**config.mk**
```make
export PLATFORM = sky130hd
export DESIGN_NAME = cache_arbiter
export DESIGN_NICKNAME = d
export VERILOG_FILES = /design/src/rtl/cache_pkg.sv /design/src/rtl/rr_arbiter.sv /design/src/rtl/cache_arbiter.sv
export SDC_FILE = /design/constraint.sdc
export NUM_CORES = 1
export LEC_CHECK = 0
export ABC_CLOCK_PERIOD_IN_PS = 3460
export BUFFER_PORTS_ARGS = -buffer_cell sky130_fd_sc_hd__buf_2
export CORE_AREA = 2 2 103 105
export DETAILED_ROUTE_END_ITERATION = 10
export DIE_AREA = 0 0 105 107
export GPL_TIMING_DRIVEN = 0
export HOLD_SLACK_MARGIN = 0.05
export PLACE_DENSITY = 0.8
export SLEW_MARGIN = 10
export SYNTH_ARGS = -nofsm -noshare
export SYNTH_HDL_FRONTEND = slang
export SYNTH_SLANG_ARGS = --single-unit
```
**constraint.sdc**
```tcl
create_clock -name clk -period 3.46 [get_ports clk]
set_clock_uncertainty 0.2 [all_clocks]
set_input_delay 0.173 -clock clk [delete_from_list [all_inputs] [get_ports clk]]
set_output_delay 0.173 -clock clk [all_outputs]
set_load 0.005 [all_outputs]
```
**src/rtl/cache_pkg.sv**
```systemverilog
// Shared FSM state type and default sizing for the cache request arbiter.
package cache_pkg;

  typedef enum logic [1:0] {
    IDLE  = 2'd0,
    ISSUE = 2'd1,
    WAIT  = 2'd2,
    RESP  = 2'd3
  } arb_state_t;

  localparam int DEF_NUM_REQ = 4;
  localparam int DEF_ADDR_W  = 48;
  localparam int STATS_W     = 16;

endpackage

```
**src/rtl/rr_arbiter.sv**
```systemverilog
// Combinational round-robin picker: first asserted request above last_grant, wrapping.
module rr_arbiter
  import cache_pkg::*;
#(
  parameter int NUM_REQ = DEF_NUM_REQ
) (
  input  logic [NUM_REQ-1:0]         req,
  input  logic [$clog2(NUM_REQ)-1:0] last_grant,
  output logic [NUM_REQ-1:0]         grant,
  output logic [$clog2(NUM_REQ)-1:0] index,
  output logic                       any
);

  localparam int IDX_W = $clog2(NUM_REQ);

  logic [IDX_W-1:0] pos;

  always_comb begin
    grant = '0;
    index = '0;
    any   = 1'b0;
    pos   = '0;
    for (int k = 1; k <= NUM_REQ; k++) begin
      pos = IDX_W'((int'(last_grant) + k) % NUM_REQ);
      if (!any && req[pos]) begin
        any        = 1'b1;
        grant[pos] = 1'b1;
        index      = pos;
      end
    end
  end

endmodule

```
**src/rtl/cache_arbiter.sv**
```systemverilog
// Arbitrates NUM_REQ requesters onto one cache core port with a WAIT timeout.
// Optional per-requester and timeout statistics when CACHE_ARB_STATS_EN is defined.
module cache_arbiter
  import cache_pkg::*;
#(
  parameter int NUM_REQ = DEF_NUM_REQ,
  parameter int ADDR_W  = DEF_ADDR_W,
  parameter int TIMEOUT = 255
) (
  input  logic                        clk,
  input  logic                        reset,
  input  logic [NUM_REQ-1:0]          req_valid,
  input  logic [NUM_REQ*ADDR_W-1:0]   req_addr,
  input  logic [NUM_REQ-1:0]          req_write,
  output logic [NUM_REQ-1:0]          req_ready,
  output logic [NUM_REQ-1:0]          rsp_valid,
  output logic                        rsp_hit,
  output logic                        rsp_err,
  output logic                        cache_start,
  output logic [ADDR_W-1:0]           cache_addr,
  output logic                        cache_write,
  input  logic                        cache_done,
  input  logic                        cache_hit,
  output logic                        busy,
`ifdef CACHE_ARB_STATS_EN
  output logic [NUM_REQ*STATS_W-1:0]  grant_count,
  output logic [STATS_W-1:0]          timeout_count,
`endif
  output logic [$clog2(NUM_REQ)-1:0]  grant_id
);

  localparam int IDX_W = $clog2(NUM_REQ);
  localparam int CNT_W = $clog2(TIMEOUT + 1);

  arb_state_t        state, state_nxt;
  logic [IDX_W-1:0]  last_grant;
  logic [CNT_W-1:0]  wait_cnt;
  logic              wait_last;

  logic [NUM_REQ-1:0] arb_grant;
  logic [IDX_W-1:0]   arb_idx;
  logic               arb_any;
  logic [ADDR_W-1:0]  win_addr;

  logic accept, wait_done, wait_tmo;

  rr_arbiter #(
    .NUM_REQ (NUM_REQ)
  ) u_rr (
    .req        (req_valid),
    .last_grant (last_grant),
    .grant      (arb_grant),
    .index      (arb_idx),
    .any        (arb_any)
  );

  assign win_addr  = req_addr[arb_idx*ADDR_W +: ADDR_W];
  assign wait_last = (wait_cnt == CNT_W'(TIMEOUT - 1));

  always_ff @(posedge clk) begin
    if (!reset) begin
      state <= IDLE;
    end else begin
      state <= state_nxt;
    end
  end

  always_comb begin
    state_nxt = state;
    req_ready = '0;
    accept    = 1'b0;
    wait_done = 1'b0;
    wait_tmo  = 1'b0;
    case (state)
      IDLE: begin
        if (arb_any) begin
          req_ready = arb_grant;
          accept    = 1'b1;
          state_nxt = ISSUE;
        end
      end
      ISSUE: state_nxt = WAIT;
      WAIT: begin
        // A completion on the final WAIT cycle wins over the timeout.
        if (cache_done) begin
          wait_done = 1'b1;
          state_nxt = RESP;
        end else if (wait_last) begin
          wait_tmo  = 1'b1;
          state_nxt = RESP;
        end
      end
      RESP:    state_nxt = IDLE;
      default: state_nxt = IDLE;
    endcase
  end

  always_comb begin
    rsp_valid = '0;
    if (state == RESP) begin
      rsp_valid[grant_id] = 1'b1;
    end
  end

  assign cache_start = (state == ISSUE);
  assign busy        = (state != IDLE);

  // Transaction context: captured on accept, held until the next accept.
  always_ff @(posedge clk) begin
    if (!reset) begin
      cache_addr  <= '0;
      cache_write <= 1'b0;
      grant_id    <= '0;
      last_grant  <= IDX_W'(NUM_REQ - 1);
      wait_cnt    <= '0;
      rsp_hit     <= 1'b0;
      rsp_err     <= 1'b0;
    end else begin
      if (accept) begin
        cache_addr  <= win_addr;
        cache_write <= req_write[arb_idx];
        grant_id    <= arb_idx;
      end
      if (state == ISSUE) begin
        wait_cnt <= '0;
      end else if (state == WAIT) begin
        wait_cnt <= wait_cnt + 1'b1;
      end
      if (wait_done) begin
        rsp_hit <= cache_hit;
        rsp_err <= 1'b0;
      end else if (wait_tmo) begin
        rsp_hit <= 1'b0;
        rsp_err <= 1'b1;
      end
      if (state == RESP) begin
        last_grant <= grant_id;
      end
    end
  end

`ifdef CACHE_ARB_STATS_EN
  function automatic logic [STATS_W-1:0] sat_inc(input logic [STATS_W-1:0] v);
    return (&v) ? v : v + 1'b1;
  endfunction

  logic [STATS_W-1:0] gcnt [NUM_REQ];
  logic [STATS_W-1:0] tcnt;

  always_ff @(posedge clk) begin
    if (!reset) begin
      for (int i = 0; i < NUM_REQ; i++) gcnt[i] <= '0;
      tcnt <= '0;
    end else begin
      for (int i = 0; i < NUM_REQ; i++) begin
        if (accept && (arb_idx == IDX_W'(i))) gcnt[i] <= sat_inc(gcnt[i]);
      end
      if (wait_tmo) tcnt <= sat_inc(tcnt);
    end
  end

  for (genvar g = 0; g < NUM_REQ; g++) begin : g_gcnt
    assign grant_count[g*STATS_W +: STATS_W] = gcnt[g];
  end
  assign timeout_count = tcnt;
`endif

endmodule

```
# [Word level (Yosys, flattened, before mapping)]
# Cells that the tools add are included.
[word_totals] inputBits=204 latch_bits=0 mem_bits_rw=0 out_inout_bits=63 register_bits=65 rom_bits=0 memories=0 word_cells=101
[classes] div=0 mul=1 n_mux=48 n_bitwise=4 magnitude_cmp=11 n_addsub=5 shifts=1 n_reduce_logical=17 n_eq_ne=6
[ops] cell="$shiftx A192 B9 Y48" n=1
[ops] cell="$mux W4" n=7
[ops] cell="$mux W1" n=23
[ops] cell="$lt A2 B3 Y1 const B" n=6
[ops] cell="$mux W2" n=7
[ops] cell="$or A4 B4 Y4" n=3
[ops] cell="$bmux W1 S2" n=5
[ops] cell="$demux W1 S2" n=5
[ops] cell="$ge A2 B1 Y1 const B" n=5
[ops] cell="$add A8 B1 Y8 const B" n=1
[ops] cell="$eq A8 B8 Y1 const B" n=1
[ops] cell="$logic_and A1 B1 Y1" n=8
[ops] cell="$pmux W2 S4" n=1
[ops] cell="$add A2 B1 Y2 const B" n=2
[ops] cell="$add A2 B2 Y2 const B" n=2
[ops] cell="$eq A2 B2 Y1 const B" n=2
[ops] cell="$mul A2 B2 Y4 const B" n=1
[ops] cell="$reduce_bool A2 Y1" n=2
[ops] cell="$reduce_or A2 Y1" n=2
[ops] cell="$logic_not A1 Y1" n=3
[ops] cell="$ne A3 B3 Y1 const B" n=1
[ops] cell="$eq A2 B1 Y1 const B" n=1
[ops] cell="$logic_not A2 Y1" n=1
[ops] cell="$ne A2 B2 Y1 const B" n=1
[ops] cell="other kinds (2)" n=2

# [Logic depth before layout (Yosys ltp)]
# Gate-level depths: netlist of run 1.
[logic_depth] ltp_word=15 ltp_mapped=12

# [Modules after synthesis]
# Synthesis of run 1 repeated with hierarchy kept, for this count alone.
[unflattened] cells_unflattened=434 hier_area_um2=4340.4
[by_module_without_submodules] mod="cache_arbiter" area_per_inst_um2=3814.9 cells_per_inst=366 instances=1 seq_area_each_um2=1301.2
[by_module_without_submodules] mod="rr_arbiter" area_per_inst_um2=525.5 cells_per_inst=68 instances=1 seq_area_each_um2=0.0

# [Worst setup path before layout of run 1]
# No wires, ideal clock.
[synth_path] path_kind="reg2reg" from="register last_grant[1]" to="register cache_addr[17]" path_slack_ns=0.393 stages_incl_launch_ff=11 n_path_buf=2 arrival_time_ns=2.750 setup_ns=0.117 cell_sequence="dfxtp_1 > inv_1 > ha_1 > buf_2 > mux2i_1 > mux2i_1 > a2111oi_2 > o32ai_2 > buf_2 > mux2i_1 > a22o_1"
[synth_between] elab_chain_cells=15 word_cells_on_any_way=30 classes_between="add/sub (4); mul (1); shift (1); mux (18); reduce/logical (6)"
[synth_rtl] element="from (decl)" line_no="cache_arbiter.sv:36" rtl="logic [IDX_W-1:0] last_grant;"
[synth_rtl] element="from (signal assigned)" line_no="cache_arbiter.sv:114" rtl="last_grant <= IDX_W'(NUM_REQ - 1);"
[synth_rtl] element="from (signal assigned)" line_no="cache_arbiter.sv:137" rtl="last_grant <= grant_id;"
[synth_rtl] element="$add A2 B1 Y2" line_no="rr_arbiter.sv:24" rtl="pos = IDX_W'((int'(last_grant) + k) % NUM_REQ);"
[synth_rtl] element="$bmux W1 S2" line_no="rr_arbiter.sv:25" rtl="if (!any && req[pos]) begin"
[synth_rtl] element="$mux W1 (not written as such)" line_no="rr_arbiter.sv:25"
[synth_rtl] element="$mux W1" line_no="rr_arbiter.sv:25"
[synth_rtl] element="$logic_not A1 Y1" line_no="rr_arbiter.sv:25"
[synth_rtl] element="$logic_and A1 B1 Y1" line_no="rr_arbiter.sv:25"
[synth_rtl] element="$mux W1" line_no="rr_arbiter.sv:25"
[synth_rtl] element="$logic_not A1 Y1" line_no="rr_arbiter.sv:25"
[synth_rtl] element="$logic_and A1 B1 Y1" line_no="rr_arbiter.sv:25"
[synth_rtl] element="$mux W1" line_no="rr_arbiter.sv:25"
[synth_rtl] element="$logic_not A1 Y1" line_no="rr_arbiter.sv:25"
[synth_rtl] element="$logic_and A1 B1 Y1" line_no="rr_arbiter.sv:25"
[synth_rtl] element="$mux W2 or $mux W1 (tied branches)" line_no="rr_arbiter.sv:25"
[synth_rtl] element="$mul A2 B2 Y4 or $mux W1 (tied branches)" line_no="cache_arbiter.sv:57, cache_arbiter.sv:76"
[synth_rtl] element="$shiftx A192 B9 Y48 or $mux W1 (tied branches)" line_no="cache_arbiter.sv:57, cache_arbiter.sv:74"
[synth_rtl] element="to (signal assigned)" line_no="cache_arbiter.sv:120" rtl="cache_addr <= win_addr;"
[synth_rtl] element="to (decl)" line_no="cache_arbiter.sv:20" rtl="output logic [ADDR_W-1:0] cache_addr,"
# Several ways; a longest one is shown, not always the timed one. The select of a mux whose other input is x is not followed.
# A chain may end at the register's enable or synchronous reset.

# [Final worst setup path of run 1]
[layout_path] from="register last_grant[1]" to="output port req_ready[0]"
[layout_between] elab_chain_cells=15 word_cells_on_any_way=51 classes_between="add/sub (4); order compare (8); mux (26); bitwise (3); reduce/logical (10)"
[layout_rtl] element="branches (longest 13 deep; another with $lt A2 B3 Y1)"
[layout_rtl] element="$mux W4 *" line_no="cache_arbiter.sv:76" rtl="if (arb_any) begin"
[layout_rtl] element="$mux W4 *" line_no="cache_arbiter.sv:74" rtl="case (state)"
[layout_rtl] element="to (decl)" line_no="cache_arbiter.sv:15" rtl="output logic [NUM_REQ-1:0] req_ready,"
# Every way passes the cells marked *. The select of a mux whose other input is x is not followed.

==> results of run 1 <==
kinds of logic after synthesis:
kind of cell,after synthesis
AOI/OAI and AO/OA,91
xor gates and xnor gates,5
adders and majority gates,14
buffers and inverters,47
DFF,65
muxes,157
and+or+nand+nor,46
power by group:
part | total, mW | switching, mW | internal (mW) | leakage (nW)
clock | 0.650 | 0.300 | 0.350 | 0.0953
combinational | 2.75 | 1.38 | 1.36 | 2.71
sequential | 1.28 | 0.220 | 1.07 | 0.534
worst paths after layout:
check              endpoint            from  depth (start not counted)
max reg2reg   cache_addr[4]   last_grant[1]                         11
max            req_ready[0]   last_grant[1]                         11
min reg2reg  cache_addr[17]  cache_addr[17]                          1
min          cache_addr[40]   req_addr[136]                          4
registers in the layout (all words and copies together) (netlist names):
register / flops
state: 2
rsp_hit: 1
cache_addr: 48
grant_id: 2
cache_write: 1
last_grant: 2
rsp_err: 1
wait_cnt: 8
layer usage:
metal	global-route usage, %	wire length (µm)	share of wire, %	vias up
met2	47.68	8122	52	233
li1	-	-	-	2236
met5	0	0	0	-
met1	31.42	6220	40	2221
met3	4.742	1032	6.6	25
met4	8.476	297	1.9	0
final cells by class:
cell class	count	area share, %
tap	136	2.638
sequential	65	20.21
clock buffer	11	2.192
buffer	36	3.744
clock inverter	5	0.8535
multi-input combinational	313	43.88
timing repair buffer	299	25.72
inverter	11	0.7565
layout by cell type (no fill, tap or decap), types with 5 or more instances in the layout:
master / count
a22o_1: 49
a22oi_1: 9
dlygate4sd3_1: 29
clkbuf_1: 14
nand2_1: 7
inv_1: 9
nor2_1: 16
clkbuf_8: 10
o21ai_0: 10
mux2i_1: 152
ha_1: 14
nor2b_1: 5
buf_2: 268
buf_4: 16
dfxtp_1: 63
through the flow:
stage	total power [mW]	cell area [µm²]	utilization [%]	setup slack [ps]
finish	4.681	6450	63.91	159.2
detailed placement	3.896	5837	57.84	-265.4
floorplan	2.994	4350	-	393.1
global route	4.950	6450	63.91	-1.080
CTS	4.617	6357	62.99	53.22
global placement	3.813	5837	57.84	-108.6
critical path, delay by kind of cell (launching register included):
family	cells	cell delay (ps)
fa+ha+maj	1	290
mux	2	520
buf+inv	4	720
flops	1	460
simple gates	1	130
compound gates	3	470
what timing repair did:
| action | CTS | global route |
|---|---|---|
| setup buffers | 0 | 7 |
| endpoints found under the hold margin | 18 | 0 |
| cloned | 0 | 0 |
| hold buffers | 29 | 0 |
| pin swaps | 1 | 1 |
| gates resized for setup | 7 | 9 |
| endpoints found under the setup margin | 54 | 31 |
==> flow_summary.yaml, run 1 <==
outcome:
  outcome: "complete, no violations"
critical_path:
  startpoint_type: "flip-flop"
  worstSetupPathType: "reg -> out"
  cp.required_ps: 3090
  worst_setup_path_end_kind: "output port"
  critical_path.slowest_cell: "dfxtp_2"
  crit_arrival_ps: 2930
  critPathMaxFanout: 10
  r2r_slack_ps: 180
  cp_cell_sequence: "clkinvlp_4 -> ha_1 -> clkbuf_4 -> mux2i_1 -> mux2i_4 -> a2111oi_4 -> buf_4 -> a22oi_1 -> o21ai_0 -> nor2b_1 -> buf_2"
  slowest_delay_ps: 460
yosys:
  synth-xor-area-share_pct: 1.007
  synthTopCellsByCount: "mux2i_1 (154), dfxtp_1 (65), a22o_1 (49), nor2_1 (16), ha_1 (14)"
  synth_top_family_by_area: "multiplexers"
  synth_top_area_share_pct: 35.43
  synth_adder_area_share_pct: 4.026
  syn_avg_cell_area_um2: 10.24
  syn_nets: 643
  muxShareOfSynthArea_pct: 36.47
  netlist_area_um2: 4350
  synthTopCellsByArea: "mux2i_1 (35%), dfxtp_1 (30%), a22o_1 (9.9%)"
  syn_inst: 425
  ys_ff_latch: 65
  synth.most_common_cell: "mux2i_1"
  synth_cell_type_count: 46
  synth_edf_count: 0
  yosysWarnings: 0
  synth-compound-area-share_pct: 17.03
  synth_flop_cell: "dfxtp_1"
  ys_seq_area_share_pct: 29.91
  yosys.area_share.simple_pct: 5.407
  ys_async_sr_fraction_pct: 0
  synth_top_area_cell: "mux2i_1"
cts:
  cts_max_level: 3
  clk_pin_slew_ps: 80
  clk_latency_ps: 330
  numClockSinks: 65
  cts_tree: "done"
  clockBufferDepth: 2
  numCtsBuffers: 9
  root_buffer: "clkbuf_8"
floorplanning:
  die_h_um: 107
  start_util_pct: 43.11
  die_w_um: 105
  core.rowCount: 37
  coreArea_um2: 10090
  io_pins: 267
  die-area_um2: 11240
finish:
  seq_area_um2: 1304
  final_nets: 953
  fill_cells: 832
  antennaDiodeCount: 0
  fin_cells: 876
  drive_gt1_share_pct: 43.24
  area_delta_synth_final_pct: 48.26
  multiInputGateArea_um2: 2830
power_and_ir_drop:
  vdd_ir_drop_max_mv: 0.3091
  p_leak_nw: 3.339
  power.density_nw_per_um2: 725.8
sta:
  fin_crit_ps: 3301
  fin_tns_setup_ps: 0
  worst_pin_slew_ps: 579.1
  fmax_mhz: 303.0
  hold_violations: 0
  hold-worst-slack_ps: 52.19
  finalCritPeriodShare_pct: 95.40
  slew-limit-headroom_pct: 61.39
  setup_viol: 0
  slew_violations: 0
detailed_routing:
  routedWlPerCell_um: 17.89
  vias: 4715
  viasPerCell: 5.382
  finalWirelength_um: 15670
  detail_route.iter0.violations: 277
  drc: 0
  first_pass_iters: 5
  antenna_left: 0
global_routing:
  gr-usage-all-layers_pct: 26.31
  grt_max_degree: 12
  grt-ovfl-total: 0
  antenna_found_initial: 0
  first_global_vias: 4660
  grt_pass1_wl_um: 23380
hold_path:
  hp-class: "in -> reg"
place:
  placed_cells: 824
  port_buffers: 263
  gp_congestion: 0.8988
  hpwl_um: 11650
run:
  maxCapViolations: 0
No activity file was read; power rests on OpenSTA's default activity.
==> run 2, diff against run 1 <==
RECOVER_POWER = 50   (was not set)
==> run 2 against run 1 <==
Final cell count is the same. Flip-flop and latch count is the same. Sequential power is essentially flat. Routed wire length grew 0.20%. Clock-buffer cell count is the same. Design area shrank 0.80%. Core utilization shrank 0.51 points. Non-clock buffer count is the same. Critical path type unchanged.
==> flow_summary.yaml, run 2 (synthesis gave the netlist of run 1 again) <==
global_routing:
  antenna_found_initial: 0
  first_global_vias: 4660
  grt_max_degree: 12
  gr-usage-all-layers_pct: 26.31
  grt-ovfl-total: 0
  grt_pass1_wl_um: 23380
sta:
  slew-limit-headroom_pct: 61.41
  hold_violations: 0
  fin_crit_ps: 3304
  setup_viol: 0
  slew_violations: 0
  fmax_mhz: 302.7
  finalCritPeriodShare_pct: 95.49
  worst_pin_slew_ps: 578.8
finish:
  regMostFlops: "cache_addr"
  antennaDiodeCount: 0
  final_nets: 953
  area_delta_synth_final_pct: 47.08
  fin_cells: 876
  drive_gt1_share_pct: 37.70
  stdcell_area_um2: 6399
  final_cell_mix: "buf_2 (227), mux2i_1 (152), dfxtp_1 (63)"
  largestRegisters: "cache_addr: 48 flops, wait_cnt: 8 flops"
  largest_reg_flops: 48
  layout_commonest_cell: "buf_2"
floorplanning:
  core.rowCount: 37
  die_w_um: 105
  die_h_um: 107
  io_pins: 267
  coreArea_um2: 10090
  die-area_um2: 11240
  start_util_pct: 43.11
detailed_routing:
  finalWirelength_um: 15710
  drc: 0
  routedWlPerCell_um: 17.93
  viasPerCell: 5.362
  vias: 4697
  first_pass_iters: 5
  antenna_left: 0
  detail_route.iter0.violations: 288
power_and_ir_drop:
  power.density_nw_per_um2: 723.3
  vdd_ir_drop_max_mv: 0.3071
  p_leak_nw: 3.181
critical_path:
  worst_setup_path_end_kind: "output port"
  worstSetupPathType: "reg -> out"
  r2r_cells: 11
  r2r-end: "cache_addr[4]"
  r2r_slack_ps: 160
  startpoint_type: "flip-flop"
  r2r-start: "last_grant[1]"
  critPathMaxFanout: 10
  crit_arrival_ps: 2930
  cp.required_ps: 3090
cts:
  numCtsBuffers: 9
  clockBufferDepth: 2
  clk_pin_slew_ps: 80
  root_buffer: "clkbuf_8"
  numClockSinks: 65
  cts_max_level: 3
  clk_latency_ps: 330
  cts_tree: "done"
run:
  maxCapViolations: 0
hold_path:
  hp-class: "in -> reg"
  holdPathStages: 4
  hold_start: "req_addr[136]"
  min_to: "cache_addr[40]"
place:
  gp_congestion: 0.8988
  hpwl_um: 11650
  port_buffers: 263
  placed_cells: 824
  dpl-instance-area_um2: 5837
outcome:
  outcome: "complete, no violations"
[run 2: layout make-up]
cell class | instances | area [µm²]
well taps | 136 | 170.2
clock buffers | 11 | 141.4
inverters | 11 | 48.80
clock inverters | 5 | 55.05
fillers | 855 | 3694
plain buffers | 36 | 241.5
repair buffers | 299 | 1608
multi-input cells | 313 | 2830
flip-flops and latches | 65 | 1304
[run 2: what timing repair did]
item / in CTS / in global routing
hold buffers: 29 / 0
hold endpoints to repair: 18 / 0
setup endpoints to repair: 54 / 31
gates resized for setup: 7 / 9
pin swaps: 1 / 1
buffers inserted: 0 / 7
[run 2: per-stage QoR]
| step | total power, mW | setup WS (ps) | TNS, ps | utilization [%] | hold slack (ps) |
|---|---|---|---|---|---|
| final | 4.628 | 155.9 | 0 | 63.40 | 49.82 |
| after detailed placement | 3.896 | -265.4 | -9013 | 57.84 | 217.9 |
| after CTS | 4.617 | 53.22 | 0 | 62.99 | 51.00 |
| after floorplan | 2.994 | 393.1 | 0 | - | 71.64 |
| after global routing | 4.899 | -1.080 | -1.080 | 63.40 | 52.12 |
| after global placement | 3.813 | -108.6 | -743.9 | 57.84 | 205.3 |
[run 2: worst max path at each step]
stage	start	end	slack (ps)	cells past startpoint
2_1_floorplan	last_grant[1]	cache_addr[17]	390	10
4_1_cts	last_grant[1]	req_ready[0]	50	10
3_5_place_dp	last_grant[1]	cache_addr[17]	-270	10
6_report	last_grant[1]	req_ready[0]	160	11
3_3_place_gp	last_grant[1]	cache_addr[17]	-110	10
5_1_grt	last_grant[1]	req_ready[0]	-1	11
[run 2: metal layers]
layer	GRT usage (%)	up-vias	part of all wire, %
met4	8.476	0	1.9
met1	31.42	2216	40
met3	4.742	23	6.4
met5	0	-	0
met2	47.68	224	51
li1	-	2234	-
[run 2: power by group]
group | leakage (nW) | internal [mW] | switching, mW
clock network | 0.0953 | 0.350 | 0.299
registers | 0.534 | 1.07 | 0.223
logic | 2.55 | 1.31 | 1.38
total | 3.18 | 2.72 | 1.91
[run 2: worst max-delay path, cell delays in order (launching register included)]
cell and delay, ps:
dfxtp_2 460, clkinvlp_4 190, ha_1 290, clkbuf_4 210
mux2i_1 350, mux2i_4 170, a2111oi_4 290, buf_4 210
a22oi_1 80, o21ai_0 100, nor2b_1 130, buf_2 110
==> run 3, diff against run 2 <==
ABC_CLOCK_PERIOD_IN_PS = 2730   (was 3460)
CORE_AREA = not set   (was 2 2 103 105)
CORE_UTILIZATION = 40   (was not set)
DIE_AREA = not set   (was 0 0 105 107)
PLACE_DENSITY = 0.78   (was 0.8)
clock period = 2.73 ns   (was 3.46 ns; I/O delays follow)
==> run 3 against run 2 <==
The run now ends with negative setup slack left. Sequential power is 31% higher. First-iteration DRC count is 65% higher. Worst hold slack worse by 16 ps. Core utilization up 19 points. Design area rose by 35%. Die area up 0.56%. Setup slack got worse by 410 ps. Critical path depth unchanged. Critical endpoint is now cache_addr[35]. Largest cell class is now non-clock buffers. Highest routed layer unchanged.
==> flow_summary.yaml, run 3 (synthesis gave the netlist of run 1 again) <==
sta:
  worst_pin_slew_ps: 542.0
  fin_tns_setup_ps: -4414
  slew_violations: 0
  hold_violations: 0
  slew-limit-headroom_pct: 63.87
  fmax_mhz: 335.6
  setup_viol: 53
  fin_crit_ps: 2979
  rsz0062_at_grt: "true"
  finalCritPeriodShare_pct: 109.1
  fin_ws_ps: -249.4
detailed_routing:
  first_pass_iters: 7
  antenna_left: 0
  drc: 0
  detail_route.iter0.violations: 475
  routedWlPerCell_um: 24.29
  finalWirelength_um: 25020
  viasPerCell: 5.988
  vias: 6168
cts:
  clk_pin_slew_ps: 90
  cts_tree: "done"
  numCtsBuffers: 9
  root_buffer: "clkbuf_8"
  clockBufferDepth: 2
  numClockSinks: 65
  clk_latency_ps: 340
  cts_max_level: 3
critical_path:
  r2r_cells: 11
  worst_setup_path_end_kind: "flip-flop"
  cp_num_buf_inv: 4
  startpoint_type: "flip-flop"
  cp.depth: 11
  cp_cell_sequence: "inv_8 -> ha_4 -> mux2i_4 -> o21ai_2 -> o31ai_4 -> buf_6 -> buf_12 -> buf_12 -> mux2i_4 -> mux2i_1 -> a22o_1"
  crit_arrival_ps: 3020
  cp-startpoint: "last_grant[0]"
  r2r_slack_ps: -250
  cp_top_family: "multiplexers"
  worstSetupPathType: "reg -> reg"
  r2r-start: "last_grant[0]"
  cp.required_ps: 2770
  cp-endpoint: "cache_addr[35]"
  critical_path.slowest_cell: "dfxtp_4"
  r2r-end: "cache_addr[35]"
  critPathMaxFanout: 10
  slowest_delay_ps: 390
global_routing:
  first_global_vias: 6336
  antenna_found_initial: 2
  grt_pass1_wl_um: 33150
  grt_max_degree: 12
  grt-ovfl-total: 0
  gr-usage-all-layers_pct: 38.73
floorplanning:
  die_w_um: 106.3
  start_util_pct: 41.77
  die_h_um: 106.3
  die-area_um2: 11300
  io_pins: 267
  coreArea_um2: 10420
  core.rowCount: 37
place:
  gp_congestion: 0.9110
  hpwl_um: 11420
  dpl-instance-area_um2: 5861
  port_buffers: 263
outcome:
  outcome: "complete, but fails checks"
  failed_checks: "negative setup slack"
finish:
  final_nets: 1105
  fill_cells: 561
  largestRegisters: "cache_addr: 48 flops, wait_cnt: 8 flops"
  area_delta_synth_final_pct: 98.04
  regMostFlops: "cache_addr"
  largest_reg_flops: 48
  fin_util_pct: 82.71
  drive_gt1_share_pct: 40.29
  layout_commonest_cell: "buf_2"
  stdcell_area_um2: 8616
  final_cell_mix: "buf_2 (237), dlygate4sd3_1 (162), mux2i_1 (112)"
power_and_ir_drop:
  vdd_ir_drop_max_mv: 0.5687
  power.density_nw_per_um2: 877.3
  p_leak_nw: 4.003
run:
  maxCapViolations: 0
hold_path:
  hold_start: "req_addr[189]"
  hp-class: "in -> reg"
## run 3: worst min path at each step
| stage | endpoint | slack (ps) | cells past startpoint |
|---|---|---|---|
| final | cache_addr[45] | 30 | 4 |
| after global routing | cache_addr[31] | 50 | 4 |
| after CTS | cache_addr[36] | 50 | 4 |
| after detailed placement | rsp_err | 190 | 2 |
| after global placement | rsp_err | 170 | 2 |
| after floorplan | last_grant[0] | 40 | 1 |
## run 3: power breakdown
part,internal (mW),switching (mW)
clock,0.416,0.411
sequential,1.35,0.339
combinational,2.62,2.42
total,4.39,3.17
## run 3: final cells by class
| class | count | area (µm²) | area share (%) |
|---|---|---|---|
| antenna | 3 | 7.507 | 0.08713 |
| buffer | 35 | 379.1 | 4.400 |
| clock buffer | 10 | 127.6 | 1.481 |
| clock inverter | 5 | 57.56 | 0.6680 |
| inverter | 11 | 56.30 | 0.6535 |
| multi-input combinational | 313 | 3221 | 37.38 |
| sequential | 65 | 1309 | 15.19 |
| tap | 136 | 170.2 | 1.975 |
| timing repair buffer | 452 | 3288 | 38.16 |
## run 3: through the flow
step                total power, mW  hold slack [ps]  setup slack (ps)  std cells
floorplan                     3.821            35.01             7.443        425
detailed placement            4.973            188.4            -619.4        824
global placement              4.862            174.8            -569.4        824
CTS                           6.616            52.62            -23.09       1020
finish                        7.559            33.69            -249.4       1030
global route                  7.817            51.68            -289.8       1029
## run 3: tightest hold or removal path: stages
cell and delay (ps):
buf_2 80, mux2i_1 60, mux2i_1 130, a22o_1 150
## run 3: what timing repair did
item,CTS,global route
resized for setup,70,62
pin swaps,3,3
setup buffers,17,2
gates cloned,2,6
endpoints found under the setup margin,55,54
endpoints found under the hold margin,53,0
hold buffers,162,0
## run 3: metal layers
layer	share of wire (%)	global-route usage (%)	wire, µm
met3	9.6	10.30	2390
met4	8.6	30.56	2143
met1	33	38.68	8267
met5	0	0	0
met2	49	67.90	12220
